[config.mk]
export PLATFORM = sky130hd
export DESIGN_NAME = execute_stage_tr
export DESIGN_NICKNAME = d
export VERILOG_FILES = /design/src/rtl/execute_stage_tr.sv
export SDC_FILE = /design/constraint.sdc
export NUM_CORES = 1
export LEC_CHECK = 0
export CORE_ASPECT_RATIO = 1.2
export CORE_MARGIN = 2
export CORE_UTILIZATION = 45
export CTS_CLUSTER_SIZE = 40
export DETAILED_ROUTE_END_ITERATION = 6
export HOLD_SLACK_MARGIN = 0.08
export PLACE_DENSITY_LB_ADDON = 0.12
export SYNTH_ARGS = -nofsm -noshare
export SYNTH_HDL_FRONTEND = slang
export SYNTH_SLANG_ARGS = --single-unit
[constraint.sdc]
create_clock -name clk -period 4.34 [get_ports clk]
set_clock_uncertainty 0.2 [all_clocks]
set_input_delay 0.868 -clock clk [delete_from_list [all_inputs] [get_ports clk]]
set_output_delay 0.868 -clock clk [all_outputs]
set_load 0.05 [all_outputs]
[src/rtl/execute_stage_tr.sv]
// rtl/execute_stage_tr.sv - time-redundant execute stage with bounded retry and vote (optional FAULT_INJECT_EN)
module execute_stage_tr #(
    parameter int DATA_W    = 32,
    parameter int REG_AW    = 5,
    parameter int MAX_RETRY = 2,
    parameter int FCNT_W    = 8
) (
    input  logic              clk,
    input  logic              rst,
    input  logic              in_valid,
    output logic              in_ready,
    input  logic              RegWriteE,
    input  logic              MemWriteE,
    input  logic              ResultSrcE,
    input  logic              ALUSrcE,
    input  logic              BranchE,
    input  logic [2:0]        ALUControlE,
    input  logic [DATA_W-1:0] RD1_E,
    input  logic [DATA_W-1:0] RD2_E,
    input  logic [DATA_W-1:0] Imm_Ext_E,
    input  logic [DATA_W-1:0] PCE,
    input  logic [DATA_W-1:0] PCPlus4E,
    input  logic [REG_AW-1:0] RD_E,
    input  logic [DATA_W-1:0] ResultW,
    input  logic [DATA_W-1:0] ALU_ResultM_In,
    input  logic [1:0]        ForwardA_E,
    input  logic [1:0]        ForwardB_E,
    output logic              out_valid,
    output logic              RegWriteM,
    output logic              MemWriteM,
    output logic              ResultSrcM,
    output logic [REG_AW-1:0] RD_M,
    output logic [DATA_W-1:0] ALU_ResultM,
    output logic [DATA_W-1:0] WriteDataM,
    output logic [DATA_W-1:0] PCPlus4M,
    output logic [DATA_W-1:0] PCTargetE,
    output logic              PCSrcE,
    output logic              fault_detected,
    output logic              fault_uncorrectable,
    output logic [FCNT_W-1:0] fault_count
`ifdef FAULT_INJECT_EN
    ,
    input  logic [DATA_W-1:0]    inj_mask,
    input  logic [MAX_RETRY+1:0] inj_vec
`endif
);

    typedef enum logic [2:0] {S_IDLE, S_PASS1, S_PASS2, S_RETRY, S_COMMIT} state_t;

    state_t              r_state, w_next;
    logic [DATA_W-1:0]   r_src_a, r_src_b, r_op_b, r_pcplus4, r_pctarget;
    logic [DATA_W-1:0]   r_r1, r_r2, r_sel;
    logic [2:0]          r_alu_ctl, r_k;
    logic [REG_AW-1:0]   r_rd;
    logic                r_regwrite, r_memwrite, r_resultsrc, r_branch;
    logic                r_corr, r_uncorr;
    logic [DATA_W-1:0]   w_fwd_a, w_fwd_b, w_alu, w_inj, w_res;
    logic                w_lt, w_match;

    assign in_ready = (r_state == S_IDLE);

    always_comb begin
        case (ForwardA_E)
            2'b01:   w_fwd_a = ResultW;
            2'b10:   w_fwd_a = ALU_ResultM_In;
            default: w_fwd_a = RD1_E;
        endcase
        case (ForwardB_E)
            2'b01:   w_fwd_b = ResultW;
            2'b10:   w_fwd_b = ALU_ResultM_In;
            default: w_fwd_b = RD2_E;
        endcase
    end

    assign w_lt = $signed(r_src_a) < $signed(r_op_b);

    always_comb begin
        case (r_alu_ctl)
            3'b000:  w_alu = r_src_a + r_op_b;
            3'b001:  w_alu = r_src_a - r_op_b;
            3'b010:  w_alu = r_src_a & r_op_b;
            3'b011:  w_alu = r_src_a | r_op_b;
            3'b100:  w_alu = r_src_a ^ r_op_b;
            3'b101:  w_alu = {{(DATA_W-1){1'b0}}, w_lt};
            default: w_alu = '0;
        endcase
    end

`ifdef FAULT_INJECT_EN
    // Pass index: PASS1=0, PASS2=1, retry k=k+1; mask is rotated left by that index.
    logic [2:0]          w_pass;
    logic [2*DATA_W-1:0] w_dbl;
    logic                w_inj_on;
    always_comb begin
        case (r_state)
            S_PASS2: w_pass = 3'd1;
            S_RETRY: w_pass = r_k + 3'd1;
            default: w_pass = 3'd0;
        endcase
        w_dbl    = {inj_mask, inj_mask} << w_pass;
        w_inj_on = 1'b0;
        for (int i = 0; i < MAX_RETRY + 2; i++) begin
            if (w_pass == i[2:0]) w_inj_on = inj_vec[i];
        end
        w_inj = w_inj_on ? w_dbl[2*DATA_W-1:DATA_W] : '0;
    end
`else
    assign w_inj = '0;
`endif

    assign w_res   = w_alu ^ w_inj;
    assign w_match = (w_res == r_r1) || (w_res == r_r2);

    always_ff @(posedge clk or negedge rst) begin
        if (!rst) r_state <= S_IDLE;
        else      r_state <= w_next;
    end

    always_comb begin
        w_next = r_state;
        case (r_state)
            S_IDLE:   if (in_valid) w_next = S_PASS1;
            S_PASS1:  w_next = S_PASS2;
            S_PASS2:  begin
                if (w_res == r_r1)      w_next = S_COMMIT;
                else if (MAX_RETRY > 0) w_next = S_RETRY;
                else                    w_next = S_COMMIT;
            end
            S_RETRY:  if (w_match || r_k == 3'(MAX_RETRY)) w_next = S_COMMIT;
            S_COMMIT: w_next = S_IDLE;
            default:  w_next = S_IDLE;
        endcase
    end

    always_ff @(posedge clk or negedge rst) begin
        if (!rst) begin
            r_src_a <= '0; r_src_b <= '0; r_op_b <= '0; r_pcplus4 <= '0; r_pctarget <= '0;
            r_r1 <= '0; r_r2 <= '0; r_sel <= '0; r_alu_ctl <= '0; r_k <= '0; r_rd <= '0;
            r_regwrite <= 1'b0; r_memwrite <= 1'b0; r_resultsrc <= 1'b0; r_branch <= 1'b0;
            r_corr <= 1'b0; r_uncorr <= 1'b0;
            out_valid <= 1'b0; RegWriteM <= 1'b0; MemWriteM <= 1'b0; ResultSrcM <= 1'b0;
            RD_M <= '0; ALU_ResultM <= '0; WriteDataM <= '0; PCPlus4M <= '0; PCTargetE <= '0;
            PCSrcE <= 1'b0; fault_detected <= 1'b0; fault_uncorrectable <= 1'b0; fault_count <= '0;
        end else begin
            // Bubble by default; data registers hold.
            out_valid           <= 1'b0;
            RegWriteM           <= 1'b0;
            MemWriteM           <= 1'b0;
            PCSrcE              <= 1'b0;
            fault_detected      <= 1'b0;
            fault_uncorrectable <= 1'b0;
            case (r_state)
                S_IDLE: if (in_valid) begin
                    r_src_a     <= w_fwd_a;
                    r_src_b     <= w_fwd_b;
                    r_op_b      <= ALUSrcE ? Imm_Ext_E : w_fwd_b;
                    r_alu_ctl   <= ALUControlE;
                    r_regwrite  <= RegWriteE;
                    r_memwrite  <= MemWriteE;
                    r_resultsrc <= ResultSrcE;
                    r_branch    <= BranchE;
                    r_rd        <= RD_E;
                    r_pcplus4   <= PCPlus4E;
                    r_pctarget  <= PCE + Imm_Ext_E;
                    r_corr      <= 1'b0;
                    r_uncorr    <= 1'b0;
                    r_k         <= 3'd1;
                end
                S_PASS1: r_r1 <= w_res;
                S_PASS2: begin
                    if (w_res == r_r1) begin
                        r_sel <= r_r1;
                    end else begin
                        r_r2 <= w_res;
                        if (MAX_RETRY == 0) r_uncorr <= 1'b1;
                    end
                end
                S_RETRY: begin
                    if (w_match) begin
                        r_sel  <= w_res;
                        r_corr <= 1'b1;
                    end else if (r_k == 3'(MAX_RETRY)) begin
                        r_uncorr <= 1'b1;
                    end else begin
                        r_k <= r_k + 3'd1;
                    end
                end
                S_COMMIT: begin
                    out_valid  <= 1'b1;
                    RD_M       <= r_rd;
                    WriteDataM <= r_src_b;
                    PCPlus4M   <= r_pcplus4;
                    PCTargetE  <= r_pctarget;
                    ResultSrcM <= r_resultsrc;
                    if (r_uncorr) begin
                        ALU_ResultM         <= r_r1;
                        fault_uncorrectable <= 1'b1;
                    end else begin
                        ALU_ResultM    <= r_sel;
                        RegWriteM      <= r_regwrite;
                        MemWriteM      <= r_memwrite;
                        PCSrcE         <= r_branch && (r_sel == '0);
                        fault_detected <= r_corr;
                        if (r_corr && fault_count != '1) fault_count <= fault_count + 1'b1;
                    end
                end
                default: ;
            endcase
        end
    end

endmodule

* Word-level counts from Yosys, hierarchy flattened
Cells that the tools add are included.
Cells by class: $add $sub $neg 5, multiply operators 0, divide/modulo/power cells 0, magnitude comparators 1, equal/unequal tests 24, shifts and indexed selects 0, mux-type cells 32, bitwise gates (word level) 5, reduce and logical (&&, ||, !) cells 17
Operators by type and width (number):
- case mux 32 bit (2 select lines) | 3
- case mux 32 bit (6 select lines) | 1
- two-way mux 32 bit | 4
- adder 32 bit | 2
- equality test 32 bit | 2
- AND 32 bit | 1
- zero test 32 bit | 1
- less-than comparator 32 bit | 1
- OR 32 bit | 1
- subtractor 32 bit | 1
- XOR 32 bit | 1
- equality test 3 x 2 -> 1 bit (second input constant) | 5
- two-way mux 1 bit | 15
- two-way mux 3 bit | 5
- inequality test 2 bit (second input constant) | 7
- case mux 3 bit (4 select lines) | 1
- equality test 3 bit (second input constant) | 3
- AND reduction 3 bit | 3
- adder 8 x 1 -> 8 bit (second input constant) | 1
- inequality test 8 bit (second input constant) | 1
- AND reduction 4 bit | 2
- equality test 3 x 1 -> 1 bit (second input constant) | 2
- zero test 3 bit | 2
- case mux 3 bit (2 select lines) | 1
- other kinds (9) | 18
Word-level totals: register bits 424, bits in latches 0, bits in writable memories 0, ROM bits 0, bits of input ports 244, output and inout bits 149, word-level logic and storage cells 115, memories 0

* Logic depth before layout (Yosys ltp)
word-level depth 7, gate-level depth with buffers 19, mapped depth without buffers 16

* Worst setup path before layout
OpenSTA, ideal clock, no wires.
kind register -> register, start reg r_src_a[0], end reg r_sel[22], setup time 0.127 ns, arrival 4.361 ns, data required time 4.013 ns, setup slack -0.348 ns, stages on the path, launching flop included 18, buffers on the path 1, clock period less this slack 4.688 ns, path through dfrtp_1 inv_1 ha_1 fa_1 or2_2 a21oi_1 a31oi_1 o21ai_1 a22o_1 o31ai_1 a32o_1 or3_1 a2111o_1 nor4_2 nand2_2 o22ai_4 buf_6 mux2_1
Between the ends: longest elaborated chain between the ends 6, elaborated cells between the ends (all ways) 15, those cells by class add/sub: 2; order compare: 1; eq/ne: 4; mux: 3; bitwise: 3; reduce/logical: 2
Ends and longest elaborated chain:
- start: declaration | line 51 | logic [DATA_W-1:0] r_src_a, r_src_b, r_op_b, r_pcplus4, r_pctarget;
- start signal: assignment | line 154 | r_src_a <= w_fwd_a;
- subtractor 32 bit, or another cell as far along | line 80 | 3'b001: w_alu = r_src_a - r_op_b;
- case mux 32 bit (6 select lines) * | line 78 | case (r_alu_ctl)
- equality test 32 bit (on tied branches) | line 112, 171
- logical OR 1 bit | line 112 | assign w_match = (w_res == r_r1) || (w_res == r_r2);
- inequality test 2 bit (no source line)
- AND reduction 3 bit (no source line)
- end signal: assignment | line 172 | r_sel <= r_r1;
- end signal: assignment | line 180 | r_sel <= w_res;
- end: declaration | line 52 | logic [DATA_W-1:0] r_r1, r_r2, r_sel;
Mark *: on every way between the ends. The rest lies on a longest branch, timed or not. The select of a mux whose other input is x is not followed. A chain may end at the register's enable or synchronous reset.

* Worst setup path after layout
start reg r_op_b[0], end reg r_r2[22]
Between the ends: longest elaborated chain between the ends 5, elaborated cells between the ends (all ways) 10, those cells by class add/sub: 2; order compare: 1; eq/ne: 1; mux: 1; bitwise: 4; reduce/logical: 1
Ends and longest elaborated chain:
- start: declaration | line 51
- start signal: assignment | line 156 | r_op_b <= ALUSrcE ? Imm_Ext_E : w_fwd_b;
- subtractor 32 bit, or another cell as far along | line 80
- case mux 32 bit (6 select lines) * | line 78
- equality test 32 bit | line 171 | if (w_res == r_r1) begin
- inverter 1 bit (no source line)
- AND reduction 2 bit (no source line)
- end signal: assignment | line 174 | r_r2 <= w_res;
- end: declaration | line 52
Mark *: on every way between the ends. The rest lies on a longest branch, timed or not.

==> impl_metrics.tcl <==
set metrics [dict create \
    outcome "complete, but fails checks" \
    violations "setup timing" \
    drive_gt1_share_pct 25.5 \
    setup_tns_ns -42.14 \
    fmax_mhz 198 \
    multi_input_area_um2 15800 \
    r2r_start "r_op_b[0]$_DFFE_PN0P_" \
    setup_viol 72 \
    grt_usage_pct 32.1 \
    initial_core_util_pct 45.6 \
    critPathRequiredTime_ns 4.63 \
    synth.area.mux_share_pct 8.91 \
    fillers 5028 \
    peakVddDrop_mv 0.538 \
    cap_violations 0 \
    first_pass_iters 7 \
    hold_viol 0 \
    design_area_um2 37900 \
    area_growth_pct 42.2 \
    cts_buffers 45 \
    cts.sinks 424 \
    ys_seq_area_share_pct 39.8 \
    coreArea_um2 58500 \
    synthAdderAreaFrac_pct 6.65 \
    hold_class "primary input to asynchronous set/reset pin" \
    gp_congestion 0.991 \
    reg2reg_setup_slack_ns -0.71 \
    yosys.area_share.simple_pct 16.0 \
    syn_nets 3387 \
    relSlewSlack_pct 33.8 \
    start_kind "flop" \
    final_util_pct 64.9 \
    path_max_fanout 8 \
    layout_min_cycle_time_ns 5.05 \
    rsz0062_at_grt "yes" \
    yosys_most_used_dff "dfrtp_1" \
    synth-compound-area-share_pct 21.8 \
    synth_warnings 0 \
    synth_area_leaders "dfrtp_1, ha_1, mux2_2, nand2_1, a21oi_1" \
    synth_xor_area_share_pct 2.30 \
    rows 97 \
    ff2ff_path_depth 22 \
    grt_pass1_vias 26586 \
    timing.rr.end "r_r2[22]$_DFFE_PN0P_" \
    htreeDepth 2 \
    critPathCaptureType "flop" \
    synth_cell_types 97 \
    nNetsFinal 4202 \
    ant_nets 0 \
    portBuffers 392 \
    cts.clk_slew.worst_paths_ns 0.06 \
    drt-initial-drc-count 1977 \
    postSynthAreaPerCell_um2 8.89 \
    grt_max_degree 169 \
    num_vias 26285 \
    antenna_found_initial 3 \
    via_per_inst 5.66 \
    finalMaxSlewViolations 0 \
    fin_ws_ns -0.712 \
    root_buffer "clkbuf_16" \
    synth_top_area_share_pct 39.8 \
    netlist_area_um2 26700 \
    wire_per_inst_um 21.6 \
    clock_path_buffers 3 \
    yosys.area.top_type "dfrtp_1" \
    num_io_pins 393 \
    synthCells 3003 \
    die-area_um2 61300 \
    clkLatencyLatePin_ns 0.60 \
    synth_top_family_by_area "compound AO/OA/AOI/OAI gates" \
    criticalPathCategory "flop to flop" \
    register_area_um2 10600 \
    tightest_slew_ns 0.981 \
    synth-edff-count 0 \
    crit_arrival_ns 5.34 \
    synthArstFlopShare_pct 100 \
    grt_pass1_wl_um 153000 \
    place_area_um2 35200 \
    grt_overflow 0 \
    synth-seq-cells 424 \
    fp.dieH_um 271 \
    min_period_over_period_pct 116 \
    power_mw 36.3 \
    cts_tree "done" \
    powerDensity_nw_per_um2 957 \
    dpl.hpwl_um 77100 \
    die_x_um 226 \
    routed_wl_um 100000 \
    power.leakage_nw 17.2 \
    drc 0 \
]
-- layer usage --
layer | GRT usage (%) | wire length (µm)
met1 | 41.9 | 42600
met2 | 53.5 | 47900
met3 | 5.12 | 5720
met4 | 12.1 | 4110
met5 | 0 | 16
-- critical path, stage by stage (launching register included) --
cell	delay, ns
dfrtp_1	0.37
buf_4	0.13
ha_4	0.13
inv_1	0.06
fa_2	0.36
nand2b_4	0.16
buf_4	0.15
a21oi_1	0.14
buf_4	0.14
o211ai_1	0.22
buf_4	0.23
nand3_2	0.10
nand4_1	0.13
a32o_2	0.31
or3_1	0.31
a2111o_1	0.42
nor4_4	0.36
nand2_2	0.14
buf_4	0.16
buf_6	0.14
nand2_8	0.09
clkbuf_16	0.18
mux2_2	0.33
-- through the flow --
stage / hold WS (ns) / std cells / worst slack (ns)
global placement: 0.251 / 4531 / -0.866
finish: 0.104 / 4647 / -0.712
global route: 0.167 / 4647 / -0.839
floorplan: 0.237 / 3003 / -0.132
CTS: 0.133 / 4633 / -0.645
detailed placement: 0.255 / 4531 / -0.946
-- logic make-up (layout without fill, tap and decap cells) --
| group | after synthesis | count (layout) |
|---|---|---|
| adder cells (fa/ha/maj) | 140 | 140 |
| XOR/XNOR | 70 | 70 |
| multiplexers | 217 | 217 |
| AO/OA/AOI/OAI | 896 | 896 |
| buffers and inverters | 317 | 1167 |
| AND/OR/NAND/NOR | 939 | 939 |
| other | 0 | 2 |
| flip-flops | 424 | 424 |
-- synthesized netlist by cell type, types with 20 or more instances --
| library cell | n |
|---|---|
| a211oi_1 | 61 |
| a21o_1 | 36 |
| a21oi_1 | 261 |
| a22oi_1 | 69 |
| a31oi_1 | 40 |
| and2_1 | 23 |
| clkbuf_1 | 157 |
| dfrtp_1 | 424 |
| ha_1 | 137 |
| inv_1 | 127 |
| mux2_1 | 39 |
| mux2_2 | 126 |
| mux2i_1 | 52 |
| nand2_1 | 376 |
| nand2b_1 | 28 |
| nand3_1 | 52 |
| nand4_1 | 20 |
| nor2_1 | 251 |
| nor2b_1 | 25 |
| nor3_1 | 42 |
| nor4_1 | 26 |
| o21ai_0 | 203 |
| or3_1 | 21 |
| xnor2_1 | 40 |
| xor2_1 | 30 |
-- layout make-up --
cell class,instances,share of cell area [%]
inverters,127,1.26
repair buffers,958,22.4
well taps,792,2.61
multi-input cells,2262,41.7
clock inverters,26,0.732
diodes,2,0.0132
flip-flops and latches,424,28.0
clock buffers,56,3.29
-- layout by cell type (no fill, tap or decap), drive strengths merged, types with 10 or more instances in the layout --
cell	instances
and2	23
a211o	14
or3	21
mux2i	52
o211ai	20
clkinv	16
o31ai	17
o21bai	10
nand4	20
nand3	52
o21a	13
a21boi	14
a31oi	40
o21ai	210
nor4	27
nand2b	28
mux2	165
a21oi	262
ha	137
xnor2	40
clkbuf	61
nor2	251
a2111oi	10
a311oi	11
nor3	43
and3	19
buf	563
a21o	36
dfrtp	424
xor2	30
or2	15
nor3b	12
inv	130
nand2	378
clkdlybuf4s50	390
a22oi	69
a211oi	63
o2111ai	10
nor2b	25
-- where the power goes --
part           internal, mW  switching (mW)
Sequential             5.64            1.20
Combinational          11.3            14.2
Clock                  2.25            1.72
Total                  19.2            17.1
-- worst max-delay path by stage --
stage,start,slack (ns),depth (start not counted),to
global placement,r_src_a[5]$_DFFE_PN0P_,-0.87,17,r_sel[4]$_DFFE_PN0P_
global route,r_op_b[0]$_DFFE_PN0P_,-0.84,20,r_sel[27]$_DFFE_PN0P_
floorplan,r_src_a[6]$_DFFE_PN0P_,-0.13,15,r_sel[22]$_DFFE_PN0P_
detailed placement,r_op_b[0]$_DFFE_PN0P_,-0.95,19,r_sel[6]$_DFFE_PN0P_
CTS,r_op_b[0]$_DFFE_PN0P_,-0.64,19,r_sel[24]$_DFFE_PN0P_
finish,r_op_b[0]$_DFFE_PN0P_,-0.71,22,r_r2[22]$_DFFE_PN0P_
-- registers in the layout, summed over array words and instances (netlist names), 8 cells and up --
name	count
fault_count	8
r_sel	32
r_r1	32
WriteDataM	32
PCTargetE	32
r_src_b	32
ALU_ResultM	32
r_src_a	32
PCPlus4M	32
r_op_b	32
r_r2	32
r_pctarget	32
r_pcplus4	32
-- timing repair --
item	in CTS	in global routing
cloned	2	5
hold buffers	0	0
pin swaps	5	21
gates resized for setup	91	116
buffers inserted	18	11
endpoints found under the setup margin	72	77
(Power assumes the default switching activity.)
